### src/rtl/calf_ni_pkg.sv
// Shared flit layout, counter width and helpers for the CALF network interface.
// Flit: [143] valid, [142:139] dest, [138:135] src, [134:127] seq, [126:0] payload.
package calf_ni_pkg;

    localparam int NODE_W    = 4;
    localparam int SEQ_W     = 8;
    localparam int PAYLOAD_W = 127;
    localparam int CONTROL_W = 1 + 2 * NODE_W + SEQ_W;
    localparam int FLIT_W    = CONTROL_W + PAYLOAD_W;

    localparam int VALID_BIT  = FLIT_W - 1;
    localparam int DEST_HI    = VALID_BIT - 1;
    localparam int DEST_LO    = DEST_HI - NODE_W + 1;
    localparam int SRC_HI     = DEST_LO - 1;
    localparam int SRC_LO     = SRC_HI - NODE_W + 1;
    localparam int SEQ_HI     = SRC_LO - 1;
    localparam int SEQ_LO     = SEQ_HI - SEQ_W + 1;
    localparam int PAYLOAD_HI = SEQ_LO - 1;

    localparam int CNT_W = 16;

    typedef logic [FLIT_W-1:0] flit_t;
    typedef logic [CNT_W-1:0]  cnt_t;

    function automatic flit_t make_flit(
        input logic [NODE_W-1:0]    dest,
        input logic [NODE_W-1:0]    src,
        input logic [SEQ_W-1:0]     seq,
        input logic [PAYLOAD_W-1:0] data
    );
        flit_t f;
        f                    = '0;
        f[VALID_BIT]         = 1'b1;
        f[DEST_HI:DEST_LO]   = dest;
        f[SRC_HI:SRC_LO]     = src;
        f[SEQ_HI:SEQ_LO]     = seq;
        f[PAYLOAD_HI:0]      = data;
        return f;
    endfunction

    function automatic cnt_t sat_inc(input cnt_t c);
        return (c == '1) ? c : c + 1'b1;
    endfunction

endpackage

### src/rtl/calf_ni_fifo.sv
// Circular FIFO shared by the inject and eject paths; a push while full is
// accepted only when a pop frees the head slot in the same cycle.
module ni_fifo #(
    parameter int WIDTH = 8,
    parameter int DEPTH = 4
) (
    input  logic                         clk,
    input  logic                         rst,
    input  logic                         push,
    input  logic                         pop,
    input  logic [WIDTH-1:0]             wdata,
    output logic [WIDTH-1:0]             rdata,
    output logic                         full,
    output logic                         empty,
    output logic [$clog2(DEPTH+1)-1:0]   count
);

    localparam int PTR_W = $clog2(DEPTH);
    localparam int OCC_W = $clog2(DEPTH + 1);

    logic [WIDTH-1:0] mem [DEPTH];
    logic [PTR_W-1:0] wr_ptr;
    logic [PTR_W-1:0] rd_ptr;
    logic             do_push;
    logic             do_pop;

    assign full    = (count == OCC_W'(DEPTH));
    assign empty   = (count == '0);
    assign do_pop  = pop && !empty;
    assign do_push = push && (!full || do_pop);
    assign rdata   = mem[rd_ptr];

    always_ff @(posedge clk or negedge rst) begin
        if (!rst) begin
            wr_ptr <= '0;
            rd_ptr <= '0;
            count  <= '0;
        end else begin
            if (do_push) wr_ptr <= wr_ptr + 1'b1;
            if (do_pop)  rd_ptr <= rd_ptr + 1'b1;
            case ({do_push, do_pop})
                2'b10:   count <= count + 1'b1;
                2'b01:   count <= count - 1'b1;
                default: count <= count;
            endcase
        end
    end

    // Storage needs no reset: the cleared occupancy masks stale entries.
    always_ff @(posedge clk) begin
        if (do_push) mem[wr_ptr] <= wdata;
    end

endmodule

### src/rtl/calf_ni.sv
// Network interface between a core and router port 4: stamps and queues
// outgoing payloads, and buffers ejected flits that the router cannot stall.
module calf_ni
    import calf_ni_pkg::*;
#(
    parameter int NODE_ID = 0,
    parameter int DEPTH   = 4
) (
    input  logic                 clk,
    input  logic                 rst,
    input  logic                 core_in_valid,
    input  logic [NODE_W-1:0]    core_in_dest,
    input  logic [PAYLOAD_W-1:0] core_in_data,
    output logic                 core_in_ready,
    output logic [FLIT_W-1:0]    inj_flit,
    input  logic                 inj_ready,
    input  logic                 inj_ack,
    input  logic [FLIT_W-1:0]    ej_flit,
    output logic                 core_out_valid,
    output logic [FLIT_W-1:0]    core_out_flit,
    input  logic                 core_out_ready,
    output logic [CNT_W-1:0]     inj_cnt,
    output logic [CNT_W-1:0]     ej_cnt,
    output logic [CNT_W-1:0]     drop_cnt
);

    localparam int OCC_W = $clog2(DEPTH + 1);

    logic [SEQ_W-1:0] seq;
    logic             inj_push, inj_pop, inj_full, inj_empty, inj_present;
    flit_t            inj_head;
    logic [OCC_W-1:0] inj_count;

    logic             ej_in_valid, ej_push, ej_pop, ej_drop, ej_full, ej_empty;
    flit_t            ej_head;
    logic [OCC_W-1:0] ej_count;

    // Inject path: ready is held low during reset, never bypassed by a pop.
    assign core_in_ready = rst && !inj_full;
    assign inj_push      = core_in_valid && core_in_ready;
    assign inj_present   = !inj_empty && inj_ready;
    assign inj_flit      = inj_present ? inj_head : '0;
    assign inj_pop       = inj_present && inj_ack;

    ni_fifo #(.WIDTH(FLIT_W), .DEPTH(DEPTH)) u_inj_fifo (
        .clk   (clk),
        .rst   (rst),
        .push  (inj_push),
        .pop   (inj_pop),
        .wdata (make_flit(core_in_dest, NODE_W'(NODE_ID), seq, core_in_data)),
        .rdata (inj_head),
        .full  (inj_full),
        .empty (inj_empty),
        .count (inj_count)
    );

    // Eject path: the router cannot be stalled, so overflow is dropped and counted.
    assign ej_in_valid    = ej_flit[VALID_BIT];
    assign core_out_valid = !ej_empty;
    assign core_out_flit  = ej_empty ? '0 : ej_head;
    assign ej_pop         = core_out_valid && core_out_ready;
    assign ej_push        = ej_in_valid && (!ej_full || ej_pop);
    assign ej_drop        = ej_in_valid && ej_full && !ej_pop;

    ni_fifo #(.WIDTH(FLIT_W), .DEPTH(DEPTH)) u_ej_fifo (
        .clk   (clk),
        .rst   (rst),
        .push  (ej_push),
        .pop   (ej_pop),
        .wdata (ej_flit),
        .rdata (ej_head),
        .full  (ej_full),
        .empty (ej_empty),
        .count (ej_count)
    );

    // Occupancy is kept for debug visibility; the control here uses full/empty.
    logic unused_occupancy;
    assign unused_occupancy = ^{inj_count, ej_count};

    always_ff @(posedge clk or negedge rst) begin
        if (!rst) begin
            seq      <= '0;
            inj_cnt  <= '0;
            ej_cnt   <= '0;
            drop_cnt <= '0;
        end else begin
            if (inj_push) seq      <= seq + 1'b1;
            if (inj_pop)  inj_cnt  <= sat_inc(inj_cnt);
            if (ej_push)  ej_cnt   <= sat_inc(ej_cnt);
            if (ej_drop)  drop_cnt <= sat_inc(drop_cnt);
        end
    end

endmodule

### config.mk
export PLATFORM = sky130hd
export DESIGN_NAME = calf_ni
export DESIGN_NICKNAME = d
export VERILOG_FILES = /design/src/rtl/calf_ni_pkg.sv /design/src/rtl/calf_ni_fifo.sv /design/src/rtl/calf_ni.sv
export SDC_FILE = /design/constraint.sdc
export NUM_CORES = 1
export LEC_CHECK = 0
export CORE_MARGIN = 10
export CORE_UTILIZATION = 50
export DETAILED_ROUTE_END_ITERATION = 10
export PLACE_DENSITY = 0.77
export RECOVER_POWER = 25
export SYNTH_ARGS = -nofsm -noshare
export SYNTH_HDL_FRONTEND = slang
export SYNTH_SLANG_ARGS = --single-unit
### constraint.sdc
create_clock -name clk -period 4.9 [get_ports clk]
set_clock_uncertainty 0.05 [all_clocks]
set_input_delay 0.735 -clock clk [delete_from_list [all_inputs] [get_ports clk]]
set_output_delay 0.735 -clock clk [all_outputs]
set_load 0.02 [all_outputs]
==> impl_metrics.yaml <==
global_routing:
  grt_pass1_vias: 24200
  grt_util_met1_pct: 25.1
  antenna_found_initial: 77
  met2_usage_pct: 33.0
  overflow: 0
  met3_usage_pct: 8.45
  grtUsageTotal_pct: 20.4
  grt_start_max_net_pins: 85
  busiest_layer: "met2"
  grt_pass1_wl_um: 159000
clock_tree:
  path_clk_slew_ps: 60
  htree_levels: 3
  clock-root-buffer: "clkbuf_16"
  clock-sinks: 1202
  cts_resized: 0
  clock_latency_ps: 690
  cts_tree: "built"
  hold_buffers: 0
  cts_buffers: 117
  clk_path_buf_depth: 3
  cts_setup_buffers: 0
finish:
  layout_commonest_cell: "edfxtp_1"
  final_cell_mix: "edfxtp_1 (1132), clkdlybuf4s50_1 (437), and2_1 (285)"
  final_nets: 3068
  fillers: 6010
  synthToLayoutAreaGrowth_pct: 25.5
  drive_above_1_share_pct: 18.1
synth:
  async_flop_share_pct: 5.82
  synth_edf_count: 1132
  synth_seq_cells: 1202
  synth-xor-area-share_pct: 1.18
  synthMuxAreaShare_pct: 14.0
  synth.distinct_cells: 41
  synthSimpleGateAreaFrac_pct: 5.30
  synthFlopType: "edfxtp_1"
  seq_area_frac_synth_pct: 77.8
  mappedNetlistArea_sq_um: 46000
  syn_area_per_cell_sq_um: 21.9
  synth_top_family_by_area: "multiplexers"
  syn-instance-count: 2096
  synth-compound-area-share_pct: 0.150
  yosys.area_share.adder_pct: 0.468
  synth_warnings: 0
drt:
  ant_nets: 0
  vias: 23100
  avgRoutedWirePerCell_um: 26.3
  drt_iter0_markers: 2207
  vias_per_cell: 5.66
  dr.pass1.iters: 5
  drc: 0
  drt_wl_total_um: 108000
sta:
  fin_crit_ps: 4180
  finalCritPeriodShare_pct: 85.3
  relSlewSlack_pct: 39.3
  setup_viol: 0
  final_max_slew_viol_count: 0
  worst_slew_pin_slew_ps: 911
  hold_viol_final: 0
  tns_ps: 0
  rsz0062_at_grt: "no"
  fmax_ghz: 0.239
pwr:
  clockPowerShare_pct: 25.1
  p_per_area_nw_per_um2: 604
  switchingPower_mw: 10.9
  swShare_pct: 31.3
  p_leak_nw: 19.0
  p_int_mw: 23.9
  p_comb_share_pct: 35.6
  fin_total_pwr_mw: 34.9
  ir_worst_vdd_mv: 0.596
  seq_power_share_pct: 39.2
critical_path:
  rr_worst_depth: 4
  startpoint: "u_inj_fifo.rd_ptr[0]"
  r2r_slack_ps: 2180
  cp.arrival_ps: 3400
  cp_max_fo: 33
  worstReg2RegEnd: "u_ej_fifo.mem[2][80]"
  crit_path_start_kind: "flop"
  r2r_start: "u_ej_fifo.count[2]"
  cp_data_required_time_ps: 4120
  cp-end-kind: "primary output"
  path_class: "flop to primary output"
floorplanning:
  die_area_sq_um: 104000
  ios: 619
  die_width_um: 323
  core_area_sq_um: 91400
  fp.dieH_um: 323
  start_util_pct: 50.3
  rows: 111
placement:
  place_congestion: 0.811
  dp.final_hpwl_um: 70600
  port_buffers: 614
min_path:
  hp-class: "primary input to async pin"
flow_run:
  cap_violations: 0
run_status:
  status: "complete, no violations"
-- state kept, by name, summed over array words and instances (netlist names) --
register	flops
u_ej_fifo.wr_ptr	2
u_ej_fifo.mem	576
u_inj_fifo.mem	556
u_ej_fifo.rd_ptr	2
u_inj_fifo.wr_ptr	2
u_inj_fifo.rd_ptr	2
u_inj_fifo.count	3
seq	8
inj_cnt	16
ej_cnt	16
u_ej_fifo.count	3
drop_cnt	16
-- critical path: stages, from the launching register on --
cell and delay, ps:
dfrtp_4 880, buf_4 400, mux4_2 600, and2_1 190
clkdlybuf4s50_1 550
-- worst max-delay path by stage --
stage	end	slack, ps
CTS	inj_flit[68]	600
finish	inj_flit[108]	720
global placement	inj_flit[17]	1190
detailed placement	inj_flit[13]	1080
global route	inj_flit[108]	520
floorplan	u_inj_fifo.mem[0][0]	1350
-- layer usage --
metal / vias to the layer above / share of wire, %
met5: - / 0.37
met4: 64 / 2.3
met3: 215 / 11
met2: 1085 / 49
met1: 11900 / 37
li1: 9871 / -
-- Yosys cell counts (3+ instances only) --
cell type / n / area share (%)
nor3_2: 3 / 0.065
nor4_1: 3 / 0.041
buf_1: 7 / 0.057
nand3_1: 13 / 0.14
clkbuf_1: 57 / 0.47
and2_1: 293 / 4.0
xnor2_1: 37 / 0.71
buf_4: 5 / 0.082
nand4_1: 22 / 0.30
xor2_1: 25 / 0.48
nor3_1: 6 / 0.065
dfrtp_1: 70 / 3.8
ha_1: 14 / 0.38
mux4_2: 283 / 14
buf_2: 34 / 0.37
edfxtp_1: 1132 / 74
and3_1: 4 / 0.054
mux2_2: 4 / 0.098
nand2_1: 25 / 0.20
nor2_1: 18 / 0.15
inv_1: 15 / 0.12
-- power groups by stage --
stage	logic [mW]	clock network (mW)	registers [mW]
after floorplan	7.21	0	13.6
after global placement	12.5	0	13.8
after detailed placement	12.5	0	13.9
after CTS	12.7	8.92	13.7
after global routing	13.1	9.36	13.8
final	12.4	8.76	13.7
-- layout make-up --
cell class	instances	area, sq um	share of cell area, %
diodes	34	85.1	0.148
clock buffers	150	3110	5.40
clock inverters	69	672	1.16
inverters	15	56.3	0.0976
multi-input cells	779	9740	16.9
flip-flops and latches	1202	35800	62.0
well taps	1186	1480	2.57
repair buffers	656	6770	11.7
-- per-stage QoR --
step / setup WS (ps) / utilization [%] / hold slack, ps / instance area (sq um) / instances
global placement: 1190 / 58.9 / 420 / 53800 / 3838
finish: 719 / 63.1 / 241 / 57700 / 4091
global route: 525 / 63.1 / 307 / 57600 / 4071
floorplan: 1350 / - / 389 / 46000 / 2099
detailed placement: 1080 / 58.9 / 442 / 53800 / 3838
CTS: 601 / 63.0 / 219 / 57600 / 4057
-- logic make-up (layout without fill, tap and decap cells) --
logic type / Yosys count / in the layout
mux: 289 / 289
compound gates: 8 / 8
buf+inv: 118 / 890
fa+ha+maj: 16 / 16
xor+xnor: 62 / 62
simple gates: 400 / 400
flops: 1202 / 1202
other cells: 1 / 38
(Power assumes the default switching activity.)
